===== src/rtl/ysyx_22040729_div_seq_if.sv =====
// Request/response channel between the execute stage (master) and the
// sequential divider (slave).
interface ysyx_22040729_div_seq_if #(
    parameter int unsigned DATA_WIDTH = 64
);
    logic                  in_valid;
    logic                  in_ready;
    logic [DATA_WIDTH-1:0] dividend;
    logic [DATA_WIDTH-1:0] divisor;
    logic                  div_signed;
    logic                  div_word;
    logic                  flush;
    logic                  out_valid;
    logic                  out_ready;
    logic [DATA_WIDTH-1:0] quotient;
    logic [DATA_WIDTH-1:0] remainder;

    modport master (
        output in_valid, dividend, divisor, div_signed, div_word, flush, out_ready,
        input  in_ready, out_valid, quotient, remainder
    );

    modport slave (
        input  in_valid, dividend, divisor, div_signed, div_word, flush, out_ready,
        output in_ready, out_valid, quotient, remainder
    );
endinterface


===== src/rtl/ysyx_22040729_div_seq.sv =====
// Iterative radix-2 restoring divider for RV64M DIV/DIVU/REM/REMU and W variants.
// One quotient bit per cycle; divide-by-zero and signed overflow resolve on accept.
// Optional macro YSYX_22040729_DIV_EARLY_OUT_EN: finish in one cycle when
// |dividend| < |divisor|.
module ysyx_22040729_div_seq #(
    parameter int unsigned DATA_WIDTH = 64
) (
    input logic                    clk_i,
    input logic                    rst_i,
    ysyx_22040729_div_seq_if.slave bus_io
);
    localparam int unsigned HalfW = DATA_WIDTH / 2;
    localparam int unsigned CntW  = $clog2(DATA_WIDTH);

    localparam logic [DATA_WIDTH-1:0] MinNegD  = {1'b1, {(DATA_WIDTH-1){1'b0}}};
    localparam logic [DATA_WIDTH-1:0] MinNegW  = {{HalfW{1'b0}}, 1'b1, {(HalfW-1){1'b0}}};
    localparam logic [DATA_WIDTH-1:0] AllOnesW = {{HalfW{1'b0}}, {HalfW{1'b1}}};

    typedef enum logic [1:0] {StIdle, StCalc, StDone} state_e;

    state_e state_q, state_d;

    logic [DATA_WIDTH-1:0] rem_q, rem_d;
    logic [DATA_WIDTH-1:0] quo_q, quo_d;
    logic [DATA_WIDTH-1:0] dvs_q, dvs_d;
    logic [CntW-1:0]       cnt_q, cnt_d;
    logic                  neg_q_q, neg_q_d;
    logic                  neg_r_q, neg_r_d;
    logic                  word_q, word_d;
    logic [DATA_WIDTH-1:0] quotient_q, quotient_d;
    logic [DATA_WIDTH-1:0] remainder_q, remainder_d;

    function automatic logic [DATA_WIDTH-1:0] sext_word(input logic [DATA_WIDTH-1:0] v);
        return {{HalfW{v[HalfW-1]}}, v[HalfW-1:0]};
    endfunction

    logic accept;

    // Operand decode on the request inputs
    logic [DATA_WIDTH-1:0] a_low, b_low, a_ext, b_ext, a_neg, b_neg, a_mag, b_mag;
    logic                  sign_a, sign_b, div_zero, overflow, early, special;
    logic [DATA_WIDTH-1:0] spec_quo, spec_rem;

    // Operand decode: magnitudes, signs and special-case detection
    always_comb begin
        a_low  = bus_io.div_word ? {{HalfW{1'b0}}, bus_io.dividend[HalfW-1:0]} : bus_io.dividend;
        b_low  = bus_io.div_word ? {{HalfW{1'b0}}, bus_io.divisor[HalfW-1:0]} : bus_io.divisor;
        a_ext  = bus_io.div_word ? sext_word(bus_io.dividend) : bus_io.dividend;
        b_ext  = bus_io.div_word ? sext_word(bus_io.divisor) : bus_io.divisor;
        sign_a = bus_io.div_signed & a_ext[DATA_WIDTH-1];
        sign_b = bus_io.div_signed & b_ext[DATA_WIDTH-1];
        a_neg  = sign_a ? -a_ext : a_ext;
        b_neg  = sign_b ? -b_ext : b_ext;
        // Magnitudes are confined to the active width
        a_mag  = bus_io.div_word ? {{HalfW{1'b0}}, a_neg[HalfW-1:0]} : a_neg;
        b_mag  = bus_io.div_word ? {{HalfW{1'b0}}, b_neg[HalfW-1:0]} : b_neg;

        div_zero = (b_low == '0);
        overflow = bus_io.div_signed
                 & (a_low == (bus_io.div_word ? MinNegW : MinNegD))
                 & (b_low == (bus_io.div_word ? AllOnesW : '1));
`ifdef YSYX_22040729_DIV_EARLY_OUT_EN
        early = (a_mag < b_mag);
`else
        early = 1'b0;
`endif
        special = div_zero | overflow | early;

        spec_quo = '0;
        spec_rem = a_ext;
        if (div_zero) begin
            spec_quo = '1;
            spec_rem = a_ext;
        end else if (overflow) begin
            spec_quo = a_ext;
            spec_rem = '0;
        end
    end

    // One restoring step on the current partial remainder
    logic [DATA_WIDTH:0]   rem_shift;
    logic [DATA_WIDTH-1:0] rem_diff, rem_iter, quo_iter, q_signed, r_signed;
    logic                  no_borrow;

    // Trial subtraction and final sign correction
    always_comb begin
        rem_shift = {rem_q, quo_q[DATA_WIDTH-1]};
        no_borrow = (rem_shift >= {1'b0, dvs_q});
        // Only used when no borrow, so the true difference fits DATA_WIDTH bits
        rem_diff  = rem_shift[DATA_WIDTH-1:0] - dvs_q;
        rem_iter  = no_borrow ? rem_diff : rem_shift[DATA_WIDTH-1:0];
        quo_iter  = {quo_q[DATA_WIDTH-2:0], no_borrow};
        q_signed  = neg_q_q ? -quo_iter : quo_iter;
        r_signed  = neg_r_q ? -rem_iter : rem_iter;
    end

    assign accept = bus_io.in_valid & (state_q == StIdle) & ~bus_io.flush;

    // FSM state register
    always_ff @(posedge clk_i) begin
        if (rst_i) begin
            state_q <= StIdle;
        end else begin
            state_q <= state_d;
        end
    end

    // FSM next state; flush beats both accept and the response handshake
    always_comb begin
        state_d = state_q;
        unique case (state_q)
            StIdle: begin
                if (accept) begin
                    state_d = special ? StDone : StCalc;
                end
            end
            StCalc: begin
                if (bus_io.flush) begin
                    state_d = StIdle;
                end else if (cnt_q == '0) begin
                    state_d = StDone;
                end
            end
            StDone: begin
                if (bus_io.flush || bus_io.out_ready) begin
                    state_d = StIdle;
                end
            end
            default: state_d = StIdle;
        endcase
    end

    // FSM outputs
    always_comb begin
        bus_io.in_ready  = (state_q == StIdle);
        bus_io.out_valid = (state_q == StDone);
        bus_io.quotient  = quotient_q;
        bus_io.remainder = remainder_q;
    end

    // Datapath next state: capture on accept, iterate in CALC
    always_comb begin
        rem_d       = rem_q;
        quo_d       = quo_q;
        dvs_d       = dvs_q;
        cnt_d       = cnt_q;
        neg_q_d     = neg_q_q;
        neg_r_d     = neg_r_q;
        word_d      = word_q;
        quotient_d  = quotient_q;
        remainder_d = remainder_q;
        if (state_q == StIdle && accept) begin
            rem_d   = '0;
            // Word operands sit in the upper half so the MSB feeds the shift
            quo_d   = bus_io.div_word ? {a_mag[HalfW-1:0], {HalfW{1'b0}}} : a_mag;
            dvs_d   = b_mag;
            cnt_d   = bus_io.div_word ? CntW'(HalfW - 1) : CntW'(DATA_WIDTH - 1);
            neg_q_d = sign_a ^ sign_b;
            neg_r_d = sign_a;
            word_d  = bus_io.div_word;
            if (special) begin
                quotient_d  = spec_quo;
                remainder_d = spec_rem;
            end
        end else if (state_q == StCalc && !bus_io.flush) begin
            rem_d = rem_iter;
            quo_d = quo_iter;
            cnt_d = cnt_q - 1'b1;
            if (cnt_q == '0) begin
                quotient_d  = word_q ? sext_word(q_signed) : q_signed;
                remainder_d = word_q ? sext_word(r_signed) : r_signed;
            end
        end
    end

    // Datapath registers
    always_ff @(posedge clk_i) begin
        if (rst_i) begin
            rem_q       <= '0;
            quo_q       <= '0;
            dvs_q       <= '0;
            cnt_q       <= '0;
            neg_q_q     <= 1'b0;
            neg_r_q     <= 1'b0;
            word_q      <= 1'b0;
            quotient_q  <= '0;
            remainder_q <= '0;
        end else begin
            rem_q       <= rem_d;
            quo_q       <= quo_d;
            dvs_q       <= dvs_d;
            cnt_q       <= cnt_d;
            neg_q_q     <= neg_q_d;
            neg_r_q     <= neg_r_d;
            word_q      <= word_d;
            quotient_q  <= quotient_d;
            remainder_q <= remainder_d;
        end
    end
endmodule


===== src/flat_wrapper.sv =====
// flat-port wrapper written by rule: the top's interface ports become plain ports
module ysyx_22040729_div_seq_flat 
#(
    parameter int unsigned DATA_WIDTH = 64
)
  (clk_i, rst_i, bus_io_in_valid, bus_io_dividend, bus_io_divisor, bus_io_div_signed, bus_io_div_word, bus_io_flush, bus_io_out_ready, bus_io_in_ready, bus_io_out_valid, bus_io_quotient, bus_io_remainder);
  ysyx_22040729_div_seq_if #(.DATA_WIDTH(DATA_WIDTH)) bus_io_i ();
  input logic clk_i;
  input logic rst_i;
  input wire logic [$bits(bus_io_i.in_valid)-1:0] bus_io_in_valid;
  input wire logic [$bits(bus_io_i.dividend)-1:0] bus_io_dividend;
  input wire logic [$bits(bus_io_i.divisor)-1:0] bus_io_divisor;
  input wire logic [$bits(bus_io_i.div_signed)-1:0] bus_io_div_signed;
  input wire logic [$bits(bus_io_i.div_word)-1:0] bus_io_div_word;
  input wire logic [$bits(bus_io_i.flush)-1:0] bus_io_flush;
  input wire logic [$bits(bus_io_i.out_ready)-1:0] bus_io_out_ready;
  output wire logic [$bits(bus_io_i.in_ready)-1:0] bus_io_in_ready;
  output wire logic [$bits(bus_io_i.out_valid)-1:0] bus_io_out_valid;
  output wire logic [$bits(bus_io_i.quotient)-1:0] bus_io_quotient;
  output wire logic [$bits(bus_io_i.remainder)-1:0] bus_io_remainder;
  assign bus_io_i.in_valid = bus_io_in_valid;
  assign bus_io_i.dividend = bus_io_dividend;
  assign bus_io_i.divisor = bus_io_divisor;
  assign bus_io_i.div_signed = bus_io_div_signed;
  assign bus_io_i.div_word = bus_io_div_word;
  assign bus_io_i.flush = bus_io_flush;
  assign bus_io_i.out_ready = bus_io_out_ready;
  assign bus_io_in_ready = bus_io_i.in_ready;
  assign bus_io_out_valid = bus_io_i.out_valid;
  assign bus_io_quotient = bus_io_i.quotient;
  assign bus_io_remainder = bus_io_i.remainder;
  ysyx_22040729_div_seq #(.DATA_WIDTH(DATA_WIDTH)) u_core (.clk_i(clk_i), .rst_i(rst_i), .bus_io(bus_io_i));
endmodule

===== config.mk =====
export PLATFORM = sky130hd
export DESIGN_NAME = ysyx_22040729_div_seq_flat
export DESIGN_NICKNAME = d
export VERILOG_FILES = /design/src/rtl/ysyx_22040729_div_seq_if.sv /design/src/rtl/ysyx_22040729_div_seq.sv /design/src/flat_wrapper.sv
export SDC_FILE = /design/constraint.sdc
export NUM_CORES = 1
export LEC_CHECK = 0
export CORE_MARGIN = 3
export CORE_UTILIZATION = 52
export CTS_CLUSTER_DIAMETER = 60
export DETAILED_ROUTE_END_ITERATION = 16
export MAX_ROUTING_LAYER = met4
export PLACE_DENSITY = 0.74
export SLEW_MARGIN = 20
export SYNTH_ARGS = -nofsm -noshare
export SYNTH_HDL_FRONTEND = slang
export SYNTH_SLANG_ARGS = --single-unit

===== constraint.sdc =====
create_clock -name clk_i -period 15.9 [get_ports clk_i]
set_input_delay 3.18 -clock clk_i [delete_from_list [all_inputs] [get_ports clk_i]]
set_output_delay 3.18 -clock clk_i [all_outputs]
set_load 0.05 [all_outputs]

==> out/results.ini <==
[run_status]
status=completed

[synth]
syn-num-nets=3765
netlist_area_um2=25650
yosysWarnings=0
synth-seq-cells=331
synth_edf_count=0
ys_async_sr_fraction_pct=0
synth_area_per_cell_um2=7.209
synthFlopType=dfxtp_1
ys_types=106
yosysSeqAreaShare_pct=25.83
synthCells=3558

[sta]
fin_ws_ns=7.535
max_freq_mhz=119.5
holdWs_ns=0.4687
rsz0062_at_grt=false
setup_viol=0
fin_tns_setup_ns=0
fin_crit_ns=8.365
post-route-period-util_pct=52.61
slew_violations=0
fin_skew_ns=0.05380
hold_viol=0
worst-slew-pin-transition_ns=1.233
slew_headroom_pct=17.08

[min_path]
hold_class=reg2reg

[placement]
gp_congestion=1.040
post-place-cells=4270
hpwl_mm=83.50
port_buffers=264
detailed_place.area_um2=28410
pre_cts_ws_ns=6.803

[critical_path]
critPathSlowestCell=nor4_1
path_cells=clkdlybuf4s50_1, nor4_1, nand4_1, nor4_1, o2111ai_1, a21oi_1, or2_4, buf_4, nand2_1, a21oi_1, nor3_1
start_kind=primary input
cp_max_fo=63
worstPathRequired_ns=16.36
rrSetupSlack_ns=8.69
crit_type=in2reg
worst_ep_arrival_time_ns=8.82
worstSetupEndpointType=flip-flop
critPathMaxStageDelay_ns=1.02

[die]
die-area_um2=52030
dieHeight_um=228.1
ioPinCount=265
die_x_um=228.1
start_util_pct=53.17
core.rowCount=80
core-area_um2=48250

[global_route]
grt_max_degree=108
grt_pass1_vias=26986
antenna_found_initial=3
grt_pass1_wl_mm=164.2
grtUsageTotal_pct=40.96
grt-ovfl-total=0

[layout]
fin_util_pct=62.05
layoutNonFillerInstCount=4350
area.growth.synth_to_final_pct=16.71
regArea_um2=6628
postLayoutCellArea_um2=29940
nets=3866
multi_input_area_um2=17670
nFillCells=4438
drive_gt1_share_pct=5.256

[drt]
dr.first_iter.drc_count=4183
via_per_inst=6.721
wl_mm=109.5
vias=29237
dr.pass1.iters=7
remaining_drc_errors=0
detail-route-antenna-nets=0
wl_per_cell_um=25.18

[pwr]
total_power_mw=3.458
vdd_drop_max_uv=105.9
p_leak_nw=10.87
power.density_nw_per_um2=115.5

[job]
cap_viol_max_count=0

[clock_network]
cts_buffers=42
htreeDepth=2
clk_pin_slew_worst_paths_ns=0.06
cts_hold_buf=0
clkLatencyLatePin_ns=0.61
cts_resized=0
post_cts_buffers=0
cts_tree=done
cts_root_buf=clkbuf_16
ctsLongestPathBuffers=3
cts_sinks=331

-- flip-flops by register name, indices dropped and copies added, names as in the netlist --
register and count:
u_core.bus_io.quotient 64, u_core.bus_io.remainder 64, u_core.cnt_q 6, u_core.dvs_q 64
u_core.neg_q_q 1, u_core.neg_r_q 1, u_core.quo_q 64, u_core.rem_q 64
u_core.state_q 2, u_core.word_q 1
-- cell usage in the layout, fill, tap and decap left out, drive strengths merged, types with 12 or more instances in the layout --
cell / synthesis / final
buf: 60 / 37
a21oi: 324 / 324
inv: 106 / 110
o211ai: 26 / 26
and3: 17 / 17
clkdlybuf4s50: 0 / 262
nor2: 494 / 494
o22ai: 16 / 16
a221oi: 17 / 17
mux2i: 55 / 55
a22oi: 41 / 41
a211oi: 125 / 125
dfxtp: 331 / 331
a21o: 32 / 32
nor4: 51 / 51
clkbuf: 182 / 46
nor3: 152 / 152
nand4: 63 / 63
o41ai: 19 / 19
or4: 40 / 40
or2: 12 / 12
nand3: 34 / 34
and2: 37 / 37
nand2: 340 / 340
a31oi: 31 / 31
o21ai: 252 / 252
xor2: 103 / 103
xnor2: 157 / 157
ha: 71 / 71
or3: 60 / 60
o22a: 17 / 17
nand2b: 21 / 21
o21a: 25 / 25
o31ai: 57 / 57
a311oi: 43 / 43
nor2b: 12 / 12
-- cell families after synthesis --
family	synth area share, %
compound gates	28.64
xor+xnor	8.878
fa+ha+maj	3.541
buf+inv	5.424
flops	25.83
mux	2.424
simple gates	25.26
-- worst max-delay path, delay by kind of cell --
| kind | cells | cell delay [ns] |
|---|---|---|
| and+or+nand+nor | 6 | 3.08 |
| buffers and inverters | 2 | 0.97 |
| AOI/OAI and AO/OA | 3 | 1.55 |
-- synth_stat cells, types with 14 or more instances --
| cell type | count | area (um^2) |
|---|---|---|
| a31oi_1 | 28 | 175.2 |
| nand2b_1 | 21 | 131.4 |
| or3_1 | 58 | 362.9 |
| a21o_1 | 31 | 232.7 |
| xor2_1 | 103 | 902.1 |
| and2_1 | 36 | 225.2 |
| ha_1 | 71 | 888.4 |
| a311oi_1 | 43 | 376.6 |
| inv_1 | 105 | 394.1 |
| o22ai_1 | 16 | 100.1 |
| nand2_1 | 339 | 1272 |
| and3_1 | 17 | 106.4 |
| mux2i_1 | 54 | 540.5 |
| nor4_1 | 45 | 281.5 |
| a22oi_1 | 41 | 307.8 |
| nand4_1 | 61 | 381.6 |
| xnor2_1 | 157 | 1375 |
| a211oi_1 | 123 | 923.4 |
| clkbuf_1 | 181 | 679.4 |
| buf_1 | 22 | 82.58 |
| o22a_1 | 17 | 148.9 |
| a221oi_1 | 14 | 122.6 |
| o31ai_1 | 55 | 412.9 |
| or4_1 | 38 | 285.3 |
| a21oi_1 | 321 | 1607 |
| nor3_1 | 149 | 745.7 |
| o21ai_0 | 239 | 1196 |
| dfxtp_1 | 331 | 6626 |
| o21a_1 | 25 | 187.7 |
| o211ai_1 | 24 | 180.2 |
| nor2_1 | 494 | 1854 |
| nand3_1 | 33 | 165.2 |
| buf_2 | 31 | 155.2 |
| o41ai_1 | 16 | 140.1 |
-- path summary, 6_finish.rpt --
path                                                        startpoint                                       end  cells past startpoint
worst min-delay path            u_core.bus_io.quotient[1]$_SDFFE_PP0P_    u_core.bus_io.quotient[1]$_SDFFE_PP0P_                      2
worst max-delay path                                 bus_io_divisor[8]   u_core.bus_io.quotient[26]$_SDFFE_PP0P_                     11
worst min register to register  u_core.bus_io.quotient[1]$_SDFFE_PP0P_    u_core.bus_io.quotient[1]$_SDFFE_PP0P_                      2
worst max register to register           u_core.rem_q[52]$_SDFFE_PP0P_  u_core.bus_io.remainder[54]$_SDFFE_PP0P_                     19
-- metal layers --
layer | track usage, % | share of wire (%) | vias up
li1 | - | - | 13218
met1 | 52.95 | 39 | 13693
met2 | 59.85 | 42 | 1944
met3 | 6.836 | 11 | 382
met4 | 24.78 | 7.0 | 0
met5 | - | 0 | -
-- final cells by class --
| class | instances | area share, % |
|---|---|---|
| Multi-Input combinational cell | 2878 | 59.04 |
| Sequential cell | 331 | 22.14 |
| Timing Repair Buffer | 299 | 9.734 |
| Clock buffer | 46 | 3.695 |
| Tap cell | 656 | 2.742 |
| Inverter | 107 | 1.342 |
| Clock inverter | 30 | 1.283 |
| Antenna cell | 3 | 0.02508 |
-- power by group --
part           leakage [nW]  internal [mW]  switching [mW]
sequential             2.69          0.868          0.0435
combinational          7.49          0.484            1.03
clock                 0.695          0.597           0.435
total                  10.9           1.95            1.51
No activity file was read; power rests on OpenSTA's default activity.
